[src/rtl/instr_encoder_if.sv]
// instr_encoder_if: request and output handshake bundle
// for the RV32I instruction encoder.
interface instr_encoder_if;
  logic        ReqValid;
  logic        ReqReady;
  logic [2:0]  FmtSel;
  logic [6:0]  Opcode;
  logic [4:0]  Rd;
  logic [4:0]  Rs1;
  logic [4:0]  Rs2;
  logic [2:0]  Funct3;
  logic [6:0]  Funct7;
  logic [31:0] Imm;
  logic [31:0] InstrOut;
  logic        InstrValid;
  logic        InstrReady;
  logic        ImmErr;

  modport master (
    output ReqValid, FmtSel, Opcode,
    output Rd, Rs1, Rs2, Funct3, Funct7, Imm,
    output InstrReady,
    input  ReqReady, InstrOut, InstrValid, ImmErr
  );

  modport slave (
    input  ReqValid, FmtSel, Opcode,
    input  Rd, Rs1, Rs2, Funct3, Funct7, Imm,
    input  InstrReady,
    output ReqReady, InstrOut, InstrValid, ImmErr
  );
endinterface

[src/rtl/instr_encoder.sv]
// instr_encoder: packs fields + immediate into RV32I words,
// expands LI into LUI+ADDI. Option: IMM_RANGE_CHECK_EN.
module instr_encoder #(
  parameter int XLEN = 32
) (
  input logic           clk,
  input logic           rst_n,
  instr_encoder_if.slave bus
);

  localparam logic [6:0] OP_IMM = 7'b0010011;
  localparam logic [6:0] OP_LUI = 7'b0110111;

  typedef enum logic {IDLE, LI_LO} state_t;

  state_t      state, state_n;
  logic [31:0] out_q, word_n, req_word;
  logic        vld_q, load, li_set, li_two;
  logic [4:0]  rd_q;
  logic [11:0] lo_q;
  logic        slot_free, accept, imm_bad;
  logic [XLEN-1:0] li_sum;
  logic [19:0] li_hi;
  logic        is_i, is_s, is_b, is_j;
  logic        is_u, is_r, is_li;

  assign slot_free    = !vld_q || bus.InstrReady;
  assign bus.ReqReady = (state == IDLE) && slot_free;
  assign accept       = bus.ReqValid && bus.ReqReady;
  assign bus.InstrOut   = out_q;
  assign bus.InstrValid = vld_q;

  assign li_sum = bus.Imm + 32'h800;
  assign li_hi  = li_sum[31:12];

  assign is_i  = bus.FmtSel == 3'b000;
  assign is_s  = bus.FmtSel == 3'b001;
  assign is_b  = bus.FmtSel == 3'b010;
  assign is_j  = bus.FmtSel == 3'b011;
  assign is_u  = bus.FmtSel == 3'b100;
  assign is_li = bus.FmtSel == 3'b110;
  assign is_r  = bus.FmtSel == 3'b101 ||
                 bus.FmtSel == 3'b111;

  // Scramble immediate and fields into one word per format
  always_comb begin
    req_word = '0;
    li_two   = 1'b0;
    unique case (1'b1)
      is_i: req_word = {bus.Imm[11:0], bus.Rs1,
                        bus.Funct3, bus.Rd, bus.Opcode};
      is_s: req_word = {bus.Imm[11:5], bus.Rs2,
                        bus.Rs1, bus.Funct3,
                        bus.Imm[4:0], bus.Opcode};
      is_b: req_word = {bus.Imm[12], bus.Imm[10:5],
                        bus.Rs2, bus.Rs1, bus.Funct3,
                        bus.Imm[4:1], bus.Imm[11],
                        bus.Opcode};
      is_j: req_word = {bus.Imm[20], bus.Imm[10:1],
                        bus.Imm[11], bus.Imm[19:12],
                        bus.Rd, bus.Opcode};
      is_u: req_word = {bus.Imm[31:12], bus.Rd,
                        bus.Opcode};
      is_li: begin
        if (li_hi == 20'd0) begin
          req_word = {bus.Imm[11:0], 5'd0, 3'b000,
                      bus.Rd, OP_IMM};
        end else begin
          req_word = {li_hi, bus.Rd, OP_LUI};
          li_two   = 1'b1;
        end
      end
      default: req_word = {bus.Funct7, bus.Rs2,
                           bus.Rs1, bus.Funct3,
                           bus.Rd, bus.Opcode};
    endcase
  end

`ifdef IMM_RANGE_CHECK_EN
  logic signed [31:0] simm;
  logic               err_q;

  assign simm = bus.Imm;

  // Flag immediates the selected format cannot hold
  always_comb begin
    imm_bad = 1'b0;
    unique case (1'b1)
      is_i, is_s: imm_bad = simm < -2048 ||
                            simm > 2047;
      is_b: imm_bad = simm < -4096 || simm > 4094 ||
                      bus.Imm[0];
      is_j: imm_bad = simm < -1048576 ||
                      simm > 1048574 || bus.Imm[0];
      is_u: imm_bad = bus.Imm[11:0] != 12'd0;
      default: imm_bad = 1'b0;
    endcase
  end

  // One-cycle pulse for a dropped request
  always_ff @(posedge clk or negedge rst_n) begin
    if (!rst_n) err_q <= 1'b0;
    else        err_q <= accept && imm_bad;
  end

  assign bus.ImmErr = err_q;
`else
  assign imm_bad    = 1'b0;
  assign bus.ImmErr = 1'b0;
`endif

  // Next state and output-slot load decision
  always_comb begin
    state_n = state;
    load    = 1'b0;
    li_set  = 1'b0;
    word_n  = req_word;
    unique case (state)
      IDLE: begin
        if (accept && !imm_bad) begin
          load = 1'b1;
          if (li_two) begin
            li_set  = 1'b1;
            state_n = LI_LO;
          end
        end
      end
      LI_LO: begin
        if (slot_free) begin
          load    = 1'b1;
          word_n  = {lo_q, rd_q, 3'b000, rd_q, OP_IMM};
          state_n = IDLE;
        end
      end
      default: state_n = IDLE;
    endcase
  end

  // FSM state register
  always_ff @(posedge clk or negedge rst_n) begin
    if (!rst_n) state <= IDLE;
    else        state <= state_n;
  end

  // Output slot and pending LI low half
  always_ff @(posedge clk or negedge rst_n) begin
    if (!rst_n) begin
      out_q <= '0;
      vld_q <= 1'b0;
      rd_q  <= '0;
      lo_q  <= '0;
    end else begin
      if (load) begin
        out_q <= word_n;
        vld_q <= 1'b1;
      end else if (bus.InstrReady) begin
        vld_q <= 1'b0;
      end
      if (li_set) begin
        rd_q <= bus.Rd;
        lo_q <= bus.Imm[11:0];
      end
    end
  end

endmodule

[src/flat_wrapper.sv]
// flat-port wrapper written by rule: the top's interface ports become plain ports
module instr_encoder_flat 
#(
  parameter int XLEN = 32
)
  (clk, rst_n, bus_ReqValid, bus_FmtSel, bus_Opcode, bus_Rd, bus_Rs1, bus_Rs2, bus_Funct3, bus_Funct7, bus_Imm, bus_InstrReady, bus_ReqReady, bus_InstrOut, bus_InstrValid, bus_ImmErr);
  instr_encoder_if bus_i ();
  input logic clk;
  input logic rst_n;
  input wire logic [$bits(bus_i.ReqValid)-1:0] bus_ReqValid;
  input wire logic [$bits(bus_i.FmtSel)-1:0] bus_FmtSel;
  input wire logic [$bits(bus_i.Opcode)-1:0] bus_Opcode;
  input wire logic [$bits(bus_i.Rd)-1:0] bus_Rd;
  input wire logic [$bits(bus_i.Rs1)-1:0] bus_Rs1;
  input wire logic [$bits(bus_i.Rs2)-1:0] bus_Rs2;
  input wire logic [$bits(bus_i.Funct3)-1:0] bus_Funct3;
  input wire logic [$bits(bus_i.Funct7)-1:0] bus_Funct7;
  input wire logic [$bits(bus_i.Imm)-1:0] bus_Imm;
  input wire logic [$bits(bus_i.InstrReady)-1:0] bus_InstrReady;
  output wire logic [$bits(bus_i.ReqReady)-1:0] bus_ReqReady;
  output wire logic [$bits(bus_i.InstrOut)-1:0] bus_InstrOut;
  output wire logic [$bits(bus_i.InstrValid)-1:0] bus_InstrValid;
  output wire logic [$bits(bus_i.ImmErr)-1:0] bus_ImmErr;
  assign bus_i.ReqValid = bus_ReqValid;
  assign bus_i.FmtSel = bus_FmtSel;
  assign bus_i.Opcode = bus_Opcode;
  assign bus_i.Rd = bus_Rd;
  assign bus_i.Rs1 = bus_Rs1;
  assign bus_i.Rs2 = bus_Rs2;
  assign bus_i.Funct3 = bus_Funct3;
  assign bus_i.Funct7 = bus_Funct7;
  assign bus_i.Imm = bus_Imm;
  assign bus_i.InstrReady = bus_InstrReady;
  assign bus_ReqReady = bus_i.ReqReady;
  assign bus_InstrOut = bus_i.InstrOut;
  assign bus_InstrValid = bus_i.InstrValid;
  assign bus_ImmErr = bus_i.ImmErr;
  instr_encoder #(.XLEN(XLEN)) u_core (.clk(clk), .rst_n(rst_n), .bus(bus_i));
endmodule
[config.mk]
export PLATFORM = sky130hd
export DESIGN_NAME = instr_encoder_flat
export DESIGN_NICKNAME = d
export VERILOG_FILES = /design/src/rtl/instr_encoder_if.sv /design/src/rtl/instr_encoder.sv /design/src/flat_wrapper.sv
export SDC_FILE = /design/constraint.sdc
export NUM_CORES = 1
export LEC_CHECK = 0
export ABC_AREA = 1
export CORE_MARGIN = 1
export CORE_UTILIZATION = 53
export CTS_CLUSTER_SIZE = 25
export DETAILED_ROUTE_END_ITERATION = 8
export PLACE_DENSITY = 0.89
export SKIP_CTS_REPAIR_TIMING = 1
export SKIP_LAST_GASP = 1
export SYNTH_ARGS = -nofsm -noshare
export SYNTH_HDL_FRONTEND = slang
export SYNTH_SLANG_ARGS = --single-unit
[constraint.sdc]
create_clock -name clk -period 2.9 [get_ports clk]
set_clock_uncertainty 0.2 [all_clocks]
set_input_delay 0.58 -clock clk [delete_from_list [all_inputs] [get_ports clk]]
set_output_delay 0.58 -clock clk [all_outputs]
set_load 0.005 [all_outputs]
==> results.ini, run 1 <==
[global_route]
overflow = 0
grt_use_total_pct = 31.6
grt_pass1_vias = 4118
antenna_found_initial = 0
grt_pass1_wl_um = 18700
grt_max_degree = 52

[synthesis]
syn-cell-area_sq_um = 3770
synth_edf_count = 0
synth_area_leader_cell = dfrtp_1
avgSynthCellArea_sq_um = 6.77
synth_area_leaders = dfrtp_1, nand2_1, inv_1, nor2_1, nand3_1
ys_ff_latch = 51
yosys_warnings = 0
syn_nets = 629
synth_cell_types = 37
yosysTopAreaCellShare_pct = 33.9
seq_area_frac_synth_pct = 33.9
synthFlopType = dfrtp_1
async_flop_share_pct = 100
syn_inst = 557

[setup_path]
rr_endpoint = u_core.bus.InstrOut[17]$_DFFE_PN0P_
reg2reg_from = u_core.bus.InstrValid$_DFFE_PN0P_
cp_max_fo = 12
path_cells = clkdlybuf4s50_1 > nand2_2 > nor2_4 > nand3_1 > xor2_1 > nand3_1 > nor2_2 > buf_4 > nand3_1 > nand3_1 > nand2_1 > nand2_1 > nand2_1
regToRegSetupSlack_ns = 0.76
cpPeakStageDelay_ns = 0.55
critPathBufInv = 2
cpMostUsedCell = nand3_1
start_kind = input pin
worstPathArrival_ns = 2.71
cp.required_ns = 2.90
cp_slowest_cell = clkdlybuf4s50_1
critPathKind = input pin to flip-flop
cp-startpoint = bus_Imm[15]
cpLargestDelayFamily = simple AND/OR/NAND/NOR gates
r2r_cells = 7
end_kind = flip-flop

[timing]
min_period_ns = 2.71
fmax_mhz = 369
setup_viol = 0
slew-limit-headroom_pct = 58.2
finalHoldViolCount = 0
maxSlewViolCount = 0
fin_ws_ns = 0.188
tightest_slew_ns = 0.627
finalCritPeriodShare_pct = 93.5

[placement]
place_inst = 788
place_ws_ns = -0.245
port_buffers = 104
dp.final_hpwl_um = 9080
gp_congestion = 0.918

[cts]
cts_made_buffers = 5
clock_sinks = 51
clkTransAtPathRegs_ns = 0.10
tritoncts = yes
clock-root-buffer = clkbuf_8
htree_num_levels = 2
clock_path_buffers = 2
clk_latency_ns = 0.30

[detailed_routing]
dr.pass1.iters = 6
vias_per_cell = 5.46
ant_nets = 0
num_vias = 4348
drtIter0Drc = 411
wirelength_um = 11600
routedWlPerCell_um = 14.5
post-route-drc-count = 0

[floorplan]
rows = 30
dieArea_sq_um = 7450
chipHeight_um = 86.3
coreArea_sq_um = 6830
io-pin-count = 106
die_w_um = 86.3
initial_core_util_pct = 55.2

[final_layout]
seq_area_sq_um = 1280
fin_nets = 771
fillers = 494
multi_input_area_sq_um = 2060
diodes = 0
instances_no_fill = 796
drive_above_1_share_pct = 14.3
synthToLayoutAreaGrowth_pct = 43.2

[pwr]
peakVddDrop_uv = 330
p_leak_nw = 2.72
power_density_nw_per_um2 = 439

[worst_hold_path]
hold_path_class = input pin to asynchronous set/reset pin

[outcome]
status = finished clean

[run]
drv_cap = 0

## per-stage QoR
stage | cell area, sq um | hold slack, ns | total power, mW | util (%) | TNS [ns]
after floorplan | 3770 | 0.0844 | 1.34 | - | 0
after global placement | 5210 | 0.266 | 1.80 | 76.2 | -3.17
after detailed placement | 5210 | 0.269 | 1.83 | 76.2 | -5.76
after CTS | 5330 | 0.184 | 2.35 | 78.0 | 0
after global routing | 5400 | 0.218 | 2.49 | 79.0 | -0.00509
final | 5400 | 0.159 | 2.37 | 79.0 | 0
## how the worst max path moves through the flow
stage                     slack, ns  cells after the start                                   to
after floorplan                0.50                     17               u_core.state$_DFF_PN0_
after detailed placement      -0.24                     15  u_core.bus.InstrOut[27]$_DFFE_PN0P_
after global routing         -0.003                     18  u_core.bus.InstrOut[25]$_DFFE_PN0P_
final                          0.19                     13  u_core.bus.InstrOut[27]$_DFFE_PN0P_
after global placement        -0.15                     15  u_core.bus.InstrOut[25]$_DFFE_PN0P_
after CTS                      0.04                     15  u_core.bus.InstrOut[27]$_DFFE_PN0P_
## report_power, final
part / total, mW / switching, mW / internal [mW]
logic: 0.876 / 0.402 / 0.474
clock network: 0.524 / 0.240 / 0.284
registers: 0.968 / 0.0963 / 0.872
total: 2.37 / 0.738 / 1.63
## area by class of cell
cell class	count	share of cell area (%)
multi-input cells	392	38.2
repair buffers	155	27.0
flip-flops and latches	51	23.6
inverters	94	6.68
well taps	96	2.23
clock buffers	6	1.53
clock inverters	2	0.719
## routing by layer
layer	up-vias	GRT usage (%)	wire length [um]	part of all wire (%)
met3	25	3.71	848	7.3
met4	0	9.09	225	1.9
li1	2079	-	-	-
met2	244	55.8	5760	50
met1	2000	40.9	4720	41
met5	-	0	0	0
## state kept, by name, indices dropped and copies added, names as in the netlist
register and count:
u_core.bus.InstrValid 1, u_core.bus.InstrOut 32, u_core.state 1, u_core.rd_q 5, u_core.lo_q 12
## cell usage after synthesis, drive strengths merged (4+ instances only)
cell / number
nor2: 72
buf: 7
xor2: 5
nand3: 42
a21oi: 4
clkbuf: 13
inv: 94
o21ai: 48
a221oi: 5
o221ai: 14
nand2: 166
dfrtp: 51
a22o: 16
## cell usage in the layout, fill, tap and decap left out, types with 7 or more instances in the layout
cell             count
nand2_1            153
clkdlybuf4s50_1     99
inv_1               93
nor2_1              60
dfrtp_1             51
buf_4               48
nand3_1             40
o21ai_0             25
a22o_1              16
o221ai_1            14
o21ai_1             12
nand2_2             11
o21ai_2             11
nor2_4               7
## cell families after synthesis
logic type      after synthesis  share of synthesized area [%]
fa+ha+maj                     1                          0.332
xor+xnor                      6                           1.39
other cells                   1                         0.0995
flops                        51                           33.9
compound gates              101                           19.3
simple gates                283                           32.1
buf+inv                     114                           13.0
Power figures use the tool's default switching activity.
==> inputs of run 2 (changes only) <==
- ABC_CLOCK_PERIOD_IN_PS: default -> 2900
- SLEW_MARGIN: default -> 10
==> results of run 2 <==
Final layout, timing and power as in run 1 (identical DEF).
==> inputs of run 3 (changes only) <==
- ABC_CLOCK_PERIOD_IN_PS: 2900 -> 3500
- clock period: 2.9 -> 3.5 ns (I/O delays scaled with it)
==> run 3 against run 2 <==
Compared with the run above: global-route usage fell by 1.0 points; die area unchanged; power down 22%; non-clock buffer count down 40; sequential power down 18%.
==> results.ini, run 3 (same netlist as run 1, synthesis figures left out) <==
[pwr]
power.internal_mw = 1.23  ; -24%
p_seq_share_pct = 43.4  ; +2.5 points
p_leak_nw = 2.47  ; -9.3%
p_clk_share_pct = 19.5  ; -2.6 points
power_density_nw_per_um2 = 369  ; -16%
comb_power_share_pct = 37.1  ; about the same
p_switching_mw = 0.607  ; -18%
peakVddDrop_uv = 213  ; -36%
switching_share_pct = 33.0  ; +1.8 points

[worst_hold_path]
hold_path_class = input pin to asynchronous set/reset pin

[final_layout]
diodes = 0  ; unchanged
final_area_sq_um = 4980  ; -7.8%
instances_no_fill = 756  ; -5.0%
drive_above_1_share_pct = 8.03  ; -6.3 points
finalCoreUtilization_pct = 72.9  ; -6.1 points
final_common_cell = nand2_1
fillers = 547  ; +11%
layout_common_cells = nand2_1, clkdlybuf4s50_1, inv_1
fin_nets = 731  ; -5.2%
largest_reg_flops = 32  ; unchanged
synthToLayoutAreaGrowth_pct = 32.1

[timing]
grt_setup_unrepaired = false
fmax_mhz = 319
slew-limit-headroom_pct = 44.4  ; -14 points
fin_ws_ns = 0.362  ; +0.174 ns
tightest_slew_ns = 0.834  ; +0.207 ns
maxSlewViolCount = 0  ; unchanged
fin_setup_tns_ns = 0  ; unchanged
setup_viol = 0  ; unchanged
finalHoldViolCount = 0  ; unchanged
finalCritPeriodShare_pct = 89.7
min_period_ns = 3.14

[cts]
clock_sinks = 51  ; unchanged
clkTransAtPathRegs_ns = 0.10  ; about the same
cts_made_buffers = 5  ; unchanged
htree_num_levels = 2  ; unchanged
clock-root-buffer = clkbuf_8
clk_latency_ns = 0.31  ; about the same
tritoncts = yes
clock_path_buffers = 2  ; unchanged

[placement]
place_area_sq_um = 4880  ; -6.2%
gp_congestion = 0.973  ; +6.1%
port_buffers = 104  ; unchanged
dp.final_hpwl_um = 8910  ; -1.9%
place_ws_ns = 0.0764  ; +0.321 ns
place_inst = 748  ; -5.1%

[detailed_routing]
num_vias = 4219  ; -3.0%
routedWlPerCell_um = 14.7  ; +1.1%
vias_per_cell = 5.58  ; +2.2%
wirelength_um = 11100  ; -4.0%
drtIter0Drc = 397  ; -3.4%
dr.pass1.iters = 5  ; -1
post-route-drc-count = 0  ; unchanged
ant_nets = 0  ; unchanged

[floorplan]
rows = 30  ; unchanged
chipHeight_um = 86.3  ; unchanged
coreArea_sq_um = 6830  ; unchanged
dieArea_sq_um = 7450  ; unchanged
die_w_um = 86.3  ; unchanged
io-pin-count = 106  ; unchanged
initial_core_util_pct = 55.2  ; unchanged

[global_route]
grt_max_degree = 38  ; -27%
grt_pass1_vias = 3841  ; -6.7%
overflow = 0  ; unchanged
grt_use_total_pct = 30.6  ; -1.0 points
grt_pass1_wl_um = 18100  ; -3.5%
antenna_found_initial = 0  ; unchanged

[outcome]
status = finished clean

[setup_path]
cp.required_ns = 3.54  ; +0.64 ns
start_kind = input pin
worstPathArrival_ns = 3.18  ; +0.47 ns
cp_max_fo = 24  ; +12
critPathKind = input pin to flip-flop
end_kind = flip-flop

[run]
drv_cap = 0  ; unchanged

==> run 3: cell types whose count changed in the layout (fill, tap and decap cells not counted), sizes merged <==
cell	before	now
dlymetal6s2s	4	0
buf	52	12
clkinv	0	1
bufinv	1	0
clkinvlp	0	1
clkdlybuf4s50	99	103
clkbuf	6	5
==> run 3: power by group through the flow <==
stage	Sequential [mW]	Clock [mW]	Combinational, mW
after CTS	0.798	0.359	0.679
after global routing	0.810	0.382	0.745
after floorplan	0.803	0	0.310
final	0.798	0.358	0.681
after detailed placement	0.809	0	0.675
after global placement	0.802	0	0.651
==> run 3: final timing paths <==
kind	from	end	slack [ns]	cells after the start
min in group clk	u_core.lo_q[9]$_DFFE_PN0P_	u_core.lo_q[9]$_DFFE_PN0P_	0.30	2
hold reg to reg	u_core.lo_q[9]$_DFFE_PN0P_	u_core.lo_q[9]$_DFFE_PN0P_	0.30	2
hold / removal	rst_n	u_core.bus.InstrOut[15]$_DFFE_PN0P_	0.28	1
max in group asynchronous	rst_n	u_core.lo_q[10]$_DFFE_PN0P_	2.17	2
setup reg to reg	u_core.bus.InstrValid$_DFFE_PN0P_	u_core.bus.InstrOut[4]$_DFFE_PN0P_	1.31	9
setup / recovery	bus_Imm[12]	u_core.lo_q[0]$_DFFE_PN0P_	0.36	16
==> run 3: layout make-up <==
type | instances | area [sq um] | share of cell area (%)
clock buffer | 5 | 68.8 | 1.38
clock inverter | 3 | 27.5 | 0.553
inverter | 94 | 360 | 7.24
multi-input combinational | 392 | 2010 | 40.3
sequential | 51 | 1280 | 25.6
tap | 96 | 120 | 2.41
timing repair buffer | 115 | 1120 | 22.5
==> run 3: per-stage QoR <==
stage                     hold WS (ns)  total power [mW]
final                            0.278              1.84
after CTS                        0.298              1.84
after global placement           0.267              1.45
after detailed placement         0.272              1.48
after floorplan                  0.204              1.11
after global routing             0.319              1.94
==> run 3: metal layers <==
layer | track usage [%] | vias up | wire, um
li1 | - | 1997 | -
met1 | 40.9 | 1944 | 4640
met2 | 52.5 | 246 | 5330
met3 | 4.00 | 32 | 882
met4 | 8.03 | 0 | 240
met5 | 0 | - | 0
==> run 3: worst max-delay path, cell delays in order <==
cell and delay [ns]:
clkdlybuf4s50_1 0.57, ha_1 0.25, nand2_1 0.09, nor2_2 0.15, nand3_1 0.16, o21ai_1 0.15
nand2_1 0.08, nor2_1 0.11, nand2_1 0.10, nor2_4 0.13, nand2_4 0.12, nand2_4 0.11
nor2_8 0.07, inv_8 0.19, nand2_1 0.12, o21ai_2 0.07
